[src/rtl/spraid_spi_channel.sv]
`default_nettype none
// ============================================================================
// Module   : spraid_spi_channel
// Purpose  : Single-drive SPI-SRAM transfer engine. One 32-bit word request
//            becomes a framed transaction: command byte, ADDR_BYTES address
//            bytes (MSB first), then 4 data bytes (byte at addr+0 first).
//            Mode-0 SCLK, active-low chip select, all outputs registered.
// Ports    : clk, reset (async, active high)
//            start/we/addr/din  - request, sampled only when idle
//            dout/busy/done     - read data, in-progress flag, 1-cycle done
//            spi_clk/spi_cs/spi_mosi/spi_miso - serial interface
// Revision : 1.0 - initial release
// ============================================================================
module spraid_spi_channel #(
   parameter int          CLK_DIV    = 2,
   parameter int          ADDR_BYTES = 3,
   parameter logic [7:0]  CMD_READ   = 8'h03,
   parameter logic [7:0]  CMD_WRITE  = 8'h02
) (
   input  logic        clk,
   input  logic        reset,
   input  logic        start,
   input  logic        we,
   input  logic [31:0] addr,
   input  logic [31:0] din,
   output logic [31:0] dout,
   output logic        busy,
   output logic        done,
   output logic        spi_clk,
   output logic        spi_cs,
   output logic        spi_mosi,
   input  logic        spi_miso
);

   localparam int c_NBITS = 8 * (1 + ADDR_BYTES + 4);
   localparam int c_ABITS = 8 * ADDR_BYTES;
   localparam int c_DIV_W = (CLK_DIV > 1) ? $clog2(CLK_DIV) : 1;
   localparam int c_BIT_W = $clog2(c_NBITS);

   localparam logic [c_DIV_W-1:0] c_DIV_MAX = c_DIV_W'(CLK_DIV - 1);
   localparam logic [c_DIV_W-1:0] c_DIV_ONE = c_DIV_W'(1);
   localparam logic [c_BIT_W-1:0] c_BIT_MAX = c_BIT_W'(c_NBITS - 1);
   localparam logic [c_BIT_W-1:0] c_BIT_ONE = c_BIT_W'(1);

   localparam logic [2:0] c_IDLE  = 3'd0;
   localparam logic [2:0] c_SETUP = 3'd1;
   localparam logic [2:0] c_SHIFT = 3'd2;
   localparam logic [2:0] c_HOLD  = 3'd3;
   localparam logic [2:0] c_DESEL = 3'd4;

   logic [2:0]         r_state, w_state_nxt;
   logic [c_DIV_W-1:0] r_div,   w_div_nxt;
   logic [c_BIT_W-1:0] r_bit,   w_bit_nxt;
   logic [c_NBITS-1:0] r_shift, w_shift_nxt;
   logic [31:0]        r_rx,    w_rx_nxt;
   logic [31:0]        r_dout,  w_dout_nxt;
   logic               r_we,    w_we_nxt;
   logic               r_busy,  w_busy_nxt;
   logic               r_done,  w_done_nxt;
   logic               r_sclk,  w_sclk_nxt;
   logic               r_cs,    w_cs_nxt;
   logic               r_mosi,  w_mosi_nxt;

   logic               w_div_last;
   logic               w_bit_last;
   logic [c_NBITS-1:0] w_frame;
   logic [31:0]        w_wdata;
   logic               w_unused_addr;

   // Every phase (setup, sclk low, sclk high, hold, desel) is CLK_DIV cycles,
   // so one free-running divider that wraps at CLK_DIV-1 times all of them.
   assign w_div_last = (r_div == c_DIV_MAX);
   assign w_bit_last = (r_bit == c_BIT_MAX);

   // Data bytes go out lowest-address first; a read sends zeros.
   assign w_wdata = we ? {din[7:0], din[15:8], din[23:16], din[31:24]} : 32'h0;
   assign w_frame = {(we ? CMD_WRITE : CMD_READ), addr[c_ABITS-1:0], w_wdata};

   // Address bits above the sent bytes are intentionally ignored.
   assign w_unused_addr = ^addr;

   // ---------------------------------------------------------------- state reg
   always_ff @(posedge clk or posedge reset) begin
      if (reset) begin
         r_state <= c_IDLE;
         r_div   <= '0;
         r_bit   <= '0;
         r_shift <= '0;
         r_rx    <= '0;
         r_dout  <= '0;
         r_we    <= 1'b0;
         r_busy  <= 1'b0;
         r_done  <= 1'b0;
         r_sclk  <= 1'b0;
         r_cs    <= 1'b1;
         r_mosi  <= 1'b0;
      end else begin
         r_state <= w_state_nxt;
         r_div   <= w_div_nxt;
         r_bit   <= w_bit_nxt;
         r_shift <= w_shift_nxt;
         r_rx    <= w_rx_nxt;
         r_dout  <= w_dout_nxt;
         r_we    <= w_we_nxt;
         r_busy  <= w_busy_nxt;
         r_done  <= w_done_nxt;
         r_sclk  <= w_sclk_nxt;
         r_cs    <= w_cs_nxt;
         r_mosi  <= w_mosi_nxt;
      end
   end

   // --------------------------------------------------------------- next state
   always_comb begin
      w_state_nxt = r_state;
      case (r_state)
         c_IDLE:  if (start)      w_state_nxt = c_SETUP;
         c_SETUP: if (w_div_last) w_state_nxt = c_SHIFT;
         c_SHIFT: if (w_div_last && r_sclk && w_bit_last) w_state_nxt = c_HOLD;
         c_HOLD:  if (w_div_last) w_state_nxt = c_DESEL;
         c_DESEL: if (w_div_last) w_state_nxt = c_IDLE;
         default:                 w_state_nxt = c_IDLE;
      endcase
   end

   // ------------------------------------------------- next outputs / datapath
   always_comb begin
      w_div_nxt   = (r_state == c_IDLE || w_div_last) ? '0 : r_div + c_DIV_ONE;
      w_bit_nxt   = r_bit;
      w_shift_nxt = r_shift;
      w_rx_nxt    = r_rx;
      w_dout_nxt  = r_dout;
      w_we_nxt    = r_we;
      w_busy_nxt  = r_busy;
      w_done_nxt  = 1'b0;
      w_sclk_nxt  = r_sclk;
      w_cs_nxt    = r_cs;
      w_mosi_nxt  = r_mosi;
      case (r_state)
         c_IDLE: begin
            if (start) begin
               w_we_nxt    = we;
               w_mosi_nxt  = w_frame[c_NBITS-1];
               w_shift_nxt = {w_frame[c_NBITS-2:0], 1'b0};
               w_bit_nxt   = '0;
               w_cs_nxt    = 1'b0;
               w_sclk_nxt  = 1'b0;
               w_busy_nxt  = 1'b1;
            end
         end
         c_SHIFT: begin
            if (w_div_last) begin
               if (!r_sclk) begin
                  w_sclk_nxt = 1'b1;
               end else begin
                  // Falling edge: capture MISO and start the next bit's low phase.
                  w_sclk_nxt = 1'b0;
                  w_rx_nxt   = {r_rx[30:0], spi_miso};
                  if (w_bit_last) begin
                     w_mosi_nxt = 1'b0;
                  end else begin
                     w_mosi_nxt  = r_shift[c_NBITS-1];
                     w_shift_nxt = {r_shift[c_NBITS-2:0], 1'b0};
                     w_bit_nxt   = r_bit + c_BIT_ONE;
                  end
               end
            end
         end
         c_HOLD: begin
            if (w_div_last) w_cs_nxt = 1'b1;
         end
         c_DESEL: begin
            if (w_div_last) begin
               w_done_nxt = 1'b1;
               w_busy_nxt = 1'b0;
               // First received data byte is the one at addr+0 -> dout[7:0].
               if (!r_we) w_dout_nxt = {r_rx[7:0], r_rx[15:8], r_rx[23:16], r_rx[31:24]};
            end
         end
         default: ;
      endcase
   end

   assign dout     = r_dout;
   assign busy     = r_busy;
   assign done     = r_done;
   assign spi_clk  = r_sclk;
   assign spi_cs   = r_cs;
   assign spi_mosi = r_mosi;

endmodule
`default_nettype wire

[config.mk]
export PLATFORM = sky130hd
export DESIGN_NAME = spraid_spi_channel
export DESIGN_NICKNAME = d
export VERILOG_FILES = /design/src/rtl/spraid_spi_channel.sv
export SDC_FILE = /design/constraint.sdc
export NUM_CORES = 1
export LEC_CHECK = 0
export CAP_MARGIN = 20
export CORE_MARGIN = 5
export CORE_UTILIZATION = 41
export DETAILED_ROUTE_END_ITERATION = 12
export PLACE_DENSITY = 0.65
export RECOVER_POWER = 50
export SLEW_MARGIN = 10
export SYNTH_ARGS = -nofsm -noshare
export SYNTH_HDL_FRONTEND = slang
export SYNTH_SLANG_ARGS = --single-unit
[constraint.sdc]
create_clock -name clk -period 5 [get_ports clk]
set_input_delay 0.75 -clock clk [delete_from_list [all_inputs] [get_ports clk]]
set_output_delay 0.75 -clock clk [all_outputs]
set_load 0.02 [all_outputs]
==> results.sh, run 1 <==
export IMPL_tightest_slew_ns=1.796
export IMPL_synthMuxAreaShare_pct=11.80
export IMPL_end_kind="register"
export IMPL_synthFlopType="dfrtp_1"
export IMPL_numCtsBuffers=17
export IMPL_critical_path_buf_inv_count=2
export IMPL_hold_depth=2
export IMPL_antenna_found_initial=0
export IMPL_worstSetupPathType="reg -> reg"
export IMPL_max_freq_ghz=0.3505
export IMPL_start_kind="register"
export IMPL_synth_xor_area_share_pct=0.1434
export IMPL_rows=44
export IMPL_grt_pass1_wl_mm=21.76
export IMPL_slowest_stage="clkbuf_1"
export IMPL_min_period_ns=2.853
export IMPL_clkLatencyLatePin_ns=0.41
export IMPL_crit_chain="inv_1 -> nand4_1 -> nor2_2 -> clkbuf_1 -> mux2_2"
export IMPL_synth_edff_count=0
export IMPL_synth_area_mm2=0.006107
export IMPL_status="finished, violations left"
export IMPL_maxSlewHeadroom_pct=-19.73
export IMPL_vias=4293
export IMPL_drtIter0Drc=237
export IMPL_num_nets_final=685
export IMPL_routed_wirelength_mm=12.61
export IMPL_final_area_mm2=0.007752
export IMPL_yosys_warnings=0
export IMPL_wire_per_inst_um=15.52
export IMPL_synth_top_family_by_area="compound AO/OA/AOI/OAI gates"
export IMPL_dieArea_mm2=0.01744
export IMPL_maxCapViolations=2
export IMPL_leakagePower_nw=3.552
export IMPL_port_buffers=97
export IMPL_syn_inst=532
export IMPL_reg2reg_slack_ns=2.15
export IMPL_hpwl_mm=7.848
export IMPL_finalSetupViolations=0
export IMPL_path_clk_slew_ns=0.06
export IMPL_place_ws_ns=2.338
export IMPL_die_h_um=132.0
export IMPL_antenna_cells=0
export IMPL_reg2regPathDepth=5
export IMPL_fin_skew_ns=0.007373
export IMPL_synth_compound_area_share_pct=13.67
export IMPL_setup_ws_ns=2.147
export IMPL_ys_types=40
export IMPL_hold_viol=0
export IMPL_rsz0062_at_grt="no"
export IMPL_dr_pass1_iters=4
export IMPL_synth_fa_ha_area_share_pct=0.2049
export IMPL_root_buffer="clkbuf_16"
export IMPL_cp_depth=5
export IMPL_placedInstanceArea_mm2=0.007169
export IMPL_violations="capacitance limit, slew limit"
export IMPL_ys_seq_area_share_pct=58.62
export IMPL_grt_overflow=0
export IMPL_grt_usage_pct=14.90
export IMPL_cts_tree="built"
export IMPL_cp_top_family="buffers and inverters"
export IMPL_cts_htree_levels=4
export IMPL_routabilityCongestion=0.7561
export IMPL_hold_path_class="reg -> reg"
export IMPL_p_per_area_mw_per_mm2=314.7
export IMPL_grt_pass1_vias=4390
export IMPL_pin_count=106
export IMPL_drive_gt1_share_pct=21.50
export IMPL_cp_arrival_ns=3.14
export IMPL_synth_seq_cells=143
export IMPL_cts_hold_buf=0
export IMPL_post_cts_resized=0
export IMPL_required_ns=5.29
export IMPL_coreArea_mm2=0.01459
export IMPL_dp_cells=779
export IMPL_irDropWorstVdd_mv=0.2403
export IMPL_cts_sinks=143
export IMPL_clk_path_buf_depth=2
export IMPL_crit_path_max_incr_delay_ns=1.30
export IMPL_drtAntennaViolNets=0
export IMPL_postCtsSetupRepairBufs=0
export IMPL_final_cell_count_no_fill=812
export IMPL_avgViaCountPerCell=5.287
export IMPL_holdWs_ns=0.4765
export IMPL_die_w_um=132.0
export IMPL_postSynthAreaPerCell_um2=11.48
export IMPL_grt_max_degree=116
export IMPL_crit_fanout=32
export IMPL_drc=0
export IMPL_start_util_pct=41.86
export IMPL_yosys_area_share_simple_pct=10.12
export IMPL_synth_async_reset_ratio_pct=100.0
export IMPL_tns_ns=0
export IMPL_syn_nets=602
export IMPL_period_share_pct=57.06
export IMPL_drv_slew=68
export IMPL_syn_to_final_growth_pct=26.94
==> flip-flops by register name, indices dropped and copies added (netlist names) <==
register and flops:
r_state 3, r_we 1, r_rx 32, spi_mosi 1, r_bit 6, r_div 1
r_shift 63, dout 32, done 1, spi_clk 1, spi_cs 1, busy 1
==> final cells by class <==
class | instances | area (um^2)
clock buffer | 20 | 456.7
clock inverter | 12 | 111.4
fill | 1265 | 6837
inverter | 35 | 132.6
multi-input combinational | 314 | 2202
sequential | 143 | 3580
tap | 184 | 230.2
timing repair buffer | 104 | 1040
==> kinds of logic (layout without fill, tap and decap cells) <==
logic type	Yosys count	after routing
buf+inv	75	171
simple gates	113	113
compound gates	135	135
xor+xnor	1	1
mux	64	64
flops	143	143
fa+ha+maj	1	1
==> power breakdown <==
part / total (mW) / switching [mW] / internal [mW]
clock network: 1.19 / 0.479 / 0.712
registers: 1.17 / 0.00364 / 1.16
logic: 0.0820 / 0.0345 / 0.0475
total: 2.44 / 0.517 / 1.92
==> layer usage <==
metal  global-route usage (%)  up-vias  share of wire (%)
met1                    18.98     2143                 44
met5                        0        -                  0
met2                    24.79       66                 51
li1                         -     2065                  -
met3                    3.511       19                3.2
met4                    5.486        0                1.6
==> tightest hold or removal path: stages (launching register included) <==
cell and delay [ns]:
dfrtp_1 0.34, nand2_1 0.05, nand2_1 0.06
==> cells in the mapped netlist (4+ instances only) <==
cell type	instances	area share (%)
nand3_1	45	3.7
a21oi_2	24	3.4
a21oi_1	33	2.7
clkbuf_1	17	1.0
buf_2	16	1.3
mux2_2	64	12
o21ai_1	7	0.57
o21ai_0	35	2.9
nand2_1	12	0.74
nor2_1	10	0.61
dfrtp_1	142	58
buf_6	4	0.74
o22ai_1	24	2.5
inv_1	35	2.2
nand4_1	5	0.51
and3_1	32	3.3
==> worst paths after layout <==
check,start,endpoint
worst max-delay path,r_state[1]$_DFFE_PP0P_,dout[23]$_DFFE_PP0P_
worst min-delay path,busy$_DFFE_PP0P_,busy$_DFFE_PP0P_
worst max register to register,r_state[1]$_DFFE_PP0P_,dout[23]$_DFFE_PP0P_
worst min register to register,busy$_DFFE_PP0P_,busy$_DFFE_PP0P_
max in group asynchronous,reset,spi_cs$_DFFE_PP1P_
min in group asynchronous,reset,dout[29]$_DFFE_PP0P_
==> per-stage QoR <==
step,total power [mW],util [%]
final,2.440,53.14
after global routing,2.534,53.14
after CTS,2.470,53.04
after detailed placement,1.270,49.14
after global placement,1.268,49.14
after floorplan,1.210,-
==> cell usage in the layout, fill, tap and decap left out, drive strengths merged, types with 2 or more instances in the layout <==
cell / Yosys / final
a21oi: 57 / 57
a31oi: 2 / 2
and3: 32 / 32
buf: 22 / 6
clkbuf: 18 / 21
clkdlybuf4s50: 0 / 95
clkinv: 0 / 6
clkinvlp: 0 / 4
dfrtp: 142 / 142
dlygate4sd3: 0 / 2
inv: 35 / 36
mux2: 64 / 64
nand2: 13 / 13
nand3: 45 / 45
nand4: 5 / 5
nor2: 10 / 10
nor3b: 2 / 2
o21ai: 42 / 42
o22ai: 24 / 24
o31ai: 2 / 2
No activity file was read; power rests on OpenSTA's default activity.
==> run 2, diff against run 1 <==
==> constraint.sdc (replaced) <==
create_clock -name clk -period 2.7 [get_ports clk]
set_input_delay 0.405 -clock clk [delete_from_list [all_inputs] [get_ports clk]]
set_output_delay 0.405 -clock clk [all_outputs]
set_load 0.02 [all_outputs]
==> results.sh, run 2 (synthesis gave the netlist of run 1 again) <==
export IMPL_crit_chain="nor3_2 -> nand2_1 -> and2_2 -> buf_12 -> o21ai_0"
export IMPL_numCtsBuffers=17
export IMPL_worstSetupPathType="reg -> reg"
export IMPL_status="completed"
export IMPL_required_ns=3.02
export IMPL_post_cts_resized=0
export IMPL_antenna_cells=0
export IMPL_dieArea_mm2=0.01744
export IMPL_final_cell_count_no_fill=815
export IMPL_drive_gt1_share_pct=22.03
export IMPL_regMostFlops="r_shift"
export IMPL_min_period_ns=2.221
export IMPL_root_buffer="clkbuf_16"
export IMPL_drv_slew=0
export IMPL_met3_usage_pct=3.817
export IMPL_fin_skew_ns=0.005184
export IMPL_leakagePower_nw=3.642
export IMPL_num_nets_final=689
export IMPL_period_share_pct=82.26
export IMPL_hold_viol=0
export IMPL_syn_to_final_growth_pct=28.76
export IMPL_drtIter0Drc=239
export IMPL_slowest_stage="dfrtp_1"
export IMPL_grt_use_met1_pct=19.89
export IMPL_use_met2_pct=24.03
export IMPL_die_w_um=132.0
export IMPL_routabilityCongestion=0.7788
export IMPL_final_cell_mix="dfrtp_1 (142), clkdlybuf4s50_1 (88), mux2_2 (64)"
export IMPL_maxCapViolations=0
export IMPL_placedInstanceArea_mm2=0.007268
export IMPL_port_buffers=97
export IMPL_crit_fanout=45
export IMPL_clkLatencyLatePin_ns=0.41
export IMPL_coreArea_mm2=0.01459
export IMPL_vias=4285
export IMPL_routed_wirelength_mm=12.58
export IMPL_irDropWorstVdd_mv=0.4332
export IMPL_cts_hold_buf=0
export IMPL_final_common_cell="dfrtp_1"
export IMPL_drtAntennaViolNets=0
export IMPL_reg2reg_slack_ns=0.48
export IMPL_final_area_mm2=0.007864
export IMPL_p_per_area_mw_per_mm2=603.2
export IMPL_p_total_mw=4.743
export IMPL_postCtsSetupRepairBufs=0
export IMPL_cts_tree="built"
export IMPL_path_clk_slew_ns=0.06
export IMPL_tightest_slew_ns=0.9826
export IMPL_end_kind="register"
export IMPL_max_freq_ghz=0.4502
export IMPL_avgViaCountPerCell=5.258
export IMPL_start_kind="register"
export IMPL_rows=44
export IMPL_grt_max_degree=76
export IMPL_grt_pass1_wl_mm=21.96
export IMPL_hpwl_mm=8.131
export IMPL_grt_usage_pct=14.97
export IMPL_cp_arrival_ns=2.54
export IMPL_finalSetupViolations=0
export IMPL_grt_pass1_vias=4487
export IMPL_critical_path_buf_inv_count=1
export IMPL_cts_sinks=143
export IMPL_hold_path_class="reg -> reg"
export IMPL_rsz0062_at_grt="no"
export IMPL_wire_per_inst_um=15.44
export IMPL_cts_htree_levels=4
export IMPL_grt_overflow=0
export IMPL_maxSlewHeadroom_pct=34.49
export IMPL_die_h_um=132.0
export IMPL_dr_pass1_iters=6
export IMPL_clk_path_buf_depth=2
export IMPL_antenna_found_initial=0
export IMPL_pin_count=106
export IMPL_dp_cells=784
export IMPL_utilization_pct=53.90
export IMPL_cp_top_family="simple AND/OR/NAND/NOR gates"
export IMPL_tns_ns=0
export IMPL_start_util_pct=41.86
export IMPL_largest_reg_flops=63
export IMPL_drc=0
export IMPL_crit_path_max_incr_delay_ns=0.52
export IMPL_busiest_layer="met2"
[run 2: area by class of cell]
class | instances | area (um^2)
clock buffer | 23 | 498.0
clock inverter | 8 | 127.6
fill | 1244 | 6725
inverter | 35 | 132.6
multi-input combinational | 314 | 2205
sequential | 143 | 3580
tap | 184 | 230.2
timing repair buffer | 108 | 1091
[run 2: worst paths after layout]
| path | start | end | cells past startpoint |
|---|---|---|---|
| worst max-delay path | r_state[2]$_DFFE_PP0P_ | r_shift[1]$_DFFE_PP0P_ | 5 |
| worst min-delay path | busy$_DFFE_PP0P_ | busy$_DFFE_PP0P_ | 2 |
| worst max register to register | r_state[2]$_DFFE_PP0P_ | r_shift[1]$_DFFE_PP0P_ | 5 |
| worst min register to register | busy$_DFFE_PP0P_ | busy$_DFFE_PP0P_ | 2 |
| max in group asynchronous | reset | r_shift[57]$_DFFE_PP0P_ | 3 |
| min in group asynchronous | reset | r_rx[30]$_DFFE_PP0P_ | 2 |
[run 2: routing by layer]
metal	wire (um)	vias up
li1	-	2064
met1	5577	2138
met2	6322	68
met3	509	15
met4	174	0
met5	0	-
[run 2: through the flow]
stage | hold WS [ns] | worst slack (ns)
6_report | 0.4824 | 0.4790
5_1_grt | 0.5046 | 0.2832
4_1_cts | 0.4048 | 0.6256
3_5_place_dp | 0.4717 | 0.6731
3_3_place_gp | 0.4671 | 0.6874
2_1_floorplan | 0.4477 | 0.5048
[run 2: worst reg2reg max path: cells and delay by family (launching register included)]
kind,cells,cell delay (ns)
AOI/OAI and AO/OA,1,0.23
DFF,1,0.52
buffers and inverters,1,0.18
and+or+nand+nor,3,1.22
[run 2: where the power goes]
part           switching (mW)  leakage [nW]  internal [mW]
Combinational          0.0628          1.42         0.0853
Sequential            0.00693          1.92           2.15
Clock                   0.859         0.302           1.58
==> run 3, diff against run 2 <==
==> constraint.sdc (replaced) <==
create_clock -name clk -period 2.05 [get_ports clk]
set_input_delay 0.3075 -clock clk [delete_from_list [all_inputs] [get_ports clk]]
set_output_delay 0.3075 -clock clk [all_outputs]
set_load 0.02 [all_outputs]
==> results.sh, run 3 (synthesis gave the netlist of run 1 again) <==
export IMPL_leakagePower_nw=3.638
export IMPL_rr_endpoint="r_bit[4]$_DFFE_PP0P_"
export IMPL_antenna_found_initial=0
export IMPL_detailroute_wirelength_met3_um=619
export IMPL_syn_to_final_growth_pct=29.60
export IMPL_dieArea_mm2=0.01744
export IMPL_cp_arrival_ns=1.58
export IMPL_grt_pass1_wl_mm=22.49
export IMPL_reg2regPathDepth=5
export IMPL_crit_fanout=7
export IMPL_p_per_area_mw_per_mm2=784.2
export IMPL_end_kind="output port"
export IMPL_grt_max_degree=65
export IMPL_start_util_pct=41.86
export IMPL_cts_sinks=143
export IMPL_die_w_um=132.0
export IMPL_fin_skew_ns=0.008719
export IMPL_rows=44
export IMPL_grt_usage_pct=15.40
export IMPL_critical_path_buf_inv_count=1
export IMPL_cp_top_family="buffers and inverters"
export IMPL_utilization_pct=54.25
export IMPL_required_ns=1.74
export IMPL_maxCapViolations=0
export IMPL_status="completed"
export IMPL_port_buffers=97
export IMPL_p_total_mw=6.207
export IMPL_start_kind="register"
export IMPL_numCtsBuffers=17
export IMPL_final_cell_mix="dfrtp_1 (142), clkdlybuf4s50_1 (96), mux2_2 (64)"
export IMPL_maxSlewHeadroom_pct=44.23
export IMPL_maxUsedRoutingLayer="met4"
export IMPL_drc=0
export IMPL_reg2reg_slack_ns=0.23
export IMPL_placedInstanceArea_mm2=0.007348
export IMPL_wire_per_inst_um=15.82
export IMPL_avgViaCountPerCell=5.346
export IMPL_tightest_slew_ns=0.8365
export IMPL_hold_path_class="in -> async"
export IMPL_routed_wirelength_mm=13.04
export IMPL_hold_viol=0
export IMPL_r2r_start="r_div$_DFF_PP0_"
export IMPL_die_h_um=132.0
export IMPL_period_share_pct=92.03
export IMPL_grt_overflow=0
export IMPL_clk_path_buf_depth=2
export IMPL_min_period_ns=1.887
export IMPL_final_area_mm2=0.007915
export IMPL_wl_met2_mm=6.539
export IMPL_grt_pass1_vias=4561
export IMPL_setup_ws_ns=0.1634
export IMPL_max_freq_ghz=0.5300
export IMPL_crit_chain="clkdlybuf4s50_1"
export IMPL_clkLatencyLatePin_ns=0.41
export IMPL_largest_reg_flops=63
export IMPL_drive_gt1_share_pct=22.66
export IMPL_hpwl_mm=8.468
export IMPL_pin_count=106
export IMPL_num_nets_final=699
export IMPL_routabilityCongestion=0.7995
export IMPL_cts_htree_levels=4
export IMPL_cts_hold_buf=0
export IMPL_m1WireLength_mm=5.598
export IMPL_tns_ns=0
export IMPL_cts_tree="built"
export IMPL_finalSetupViolations=0
export IMPL_drv_slew=0
export IMPL_vias=4405
export IMPL_worstSetupPathType="reg -> out"
export IMPL_place_ws_ns=0.1386
export IMPL_regMostFlops="r_shift"
export IMPL_dr_pass1_iters=4
export IMPL_drtIter0Drc=218
export IMPL_antenna_cells=0
export IMPL_irDropWorstVdd_mv=0.5586
export IMPL_path_clk_slew_ns=0.06
export IMPL_coreArea_mm2=0.01459
export IMPL_crit_path_max_incr_delay_ns=0.68
export IMPL_rsz0062_at_grt="no"
export IMPL_drtAntennaViolNets=0
export IMPL_cp_depth=1
export IMPL_root_buffer="clkbuf_16"
export IMPL_final_common_cell="dfrtp_1"
export IMPL_fillers=1231
export IMPL_slowest_stage="clkdlybuf4s50_1"
run 3: how the worst max path moves through the flow:
stage	end	slack, ns	startpoint
3_3_place_gp	r_shift[57]$_DFFE_PP0P_	0.20	r_bit[0]$_DFFE_PP0P_
6_report	spi_clk	0.16	spi_clk$_DFFE_PP0P_
4_1_cts	r_shift[60]$_DFFE_PP0P_	0.11	r_bit[0]$_DFFE_PP0P_
5_1_grt	r_bit[4]$_DFFE_PP0P_	0.06	r_div$_DFF_PP0_
2_1_floorplan	busy$_DFFE_PP0P_	-0.05	reset
3_5_place_dp	r_shift[60]$_DFFE_PP0P_	0.14	r_bit[0]$_DFFE_PP0P_
run 3: report_power, final:
| part | switching [mW] | internal [mW] |
|---|---|---|
| registers | 0.00928 | 2.84 |
| clock network | 1.13 | 2.03 |
| logic | 0.0837 | 0.114 |
| total | 1.23 | 4.98 |
run 3: layout make-up:
class / count / area, um^2 / share of cell area [%]
Tap cell: 184 / 230.2 / 2.909
Sequential cell: 143 / 3580 / 45.23
Multi-Input combinational cell: 314 / 2200 / 27.79
Timing Repair Buffer: 118 / 1159 / 14.64
Inverter: 35 / 132.6 / 1.676
Clock inverter: 9 / 133.9 / 1.691
Clock buffer: 21 / 480.5 / 6.070
run 3: stage by stage:
stage,cells,hold WS (ns)
6_report,824,0.3443
5_1_grt,824,0.3795
4_1_cts,823,0.2027
3_5_place_dp,793,0.4661
3_3_place_gp,793,0.4737
2_1_floorplan,532,0.4477
run 3: metal layers:
metal  vias to the layer above  GRT usage (%)
met1                      2181          20.05
met5                         -              0
li1                       2083              -
met2                       114          24.59
met4                         0          6.400
met3                        27          3.855
run 3: worst reg2reg max path, stage by stage (launching register included):
cell and delay (ns):
dfrtp_1 0.46, and4bb_1 0.33, nand2_2 0.07, clkbuf_4 0.35, o31ai_1 0.36, o211a_1 0.19
run 3: repair_timing:
action,in CTS,in global routing
gates resized for setup,0,0
setup buffers,0,1
endpoints found under the setup margin,0,6
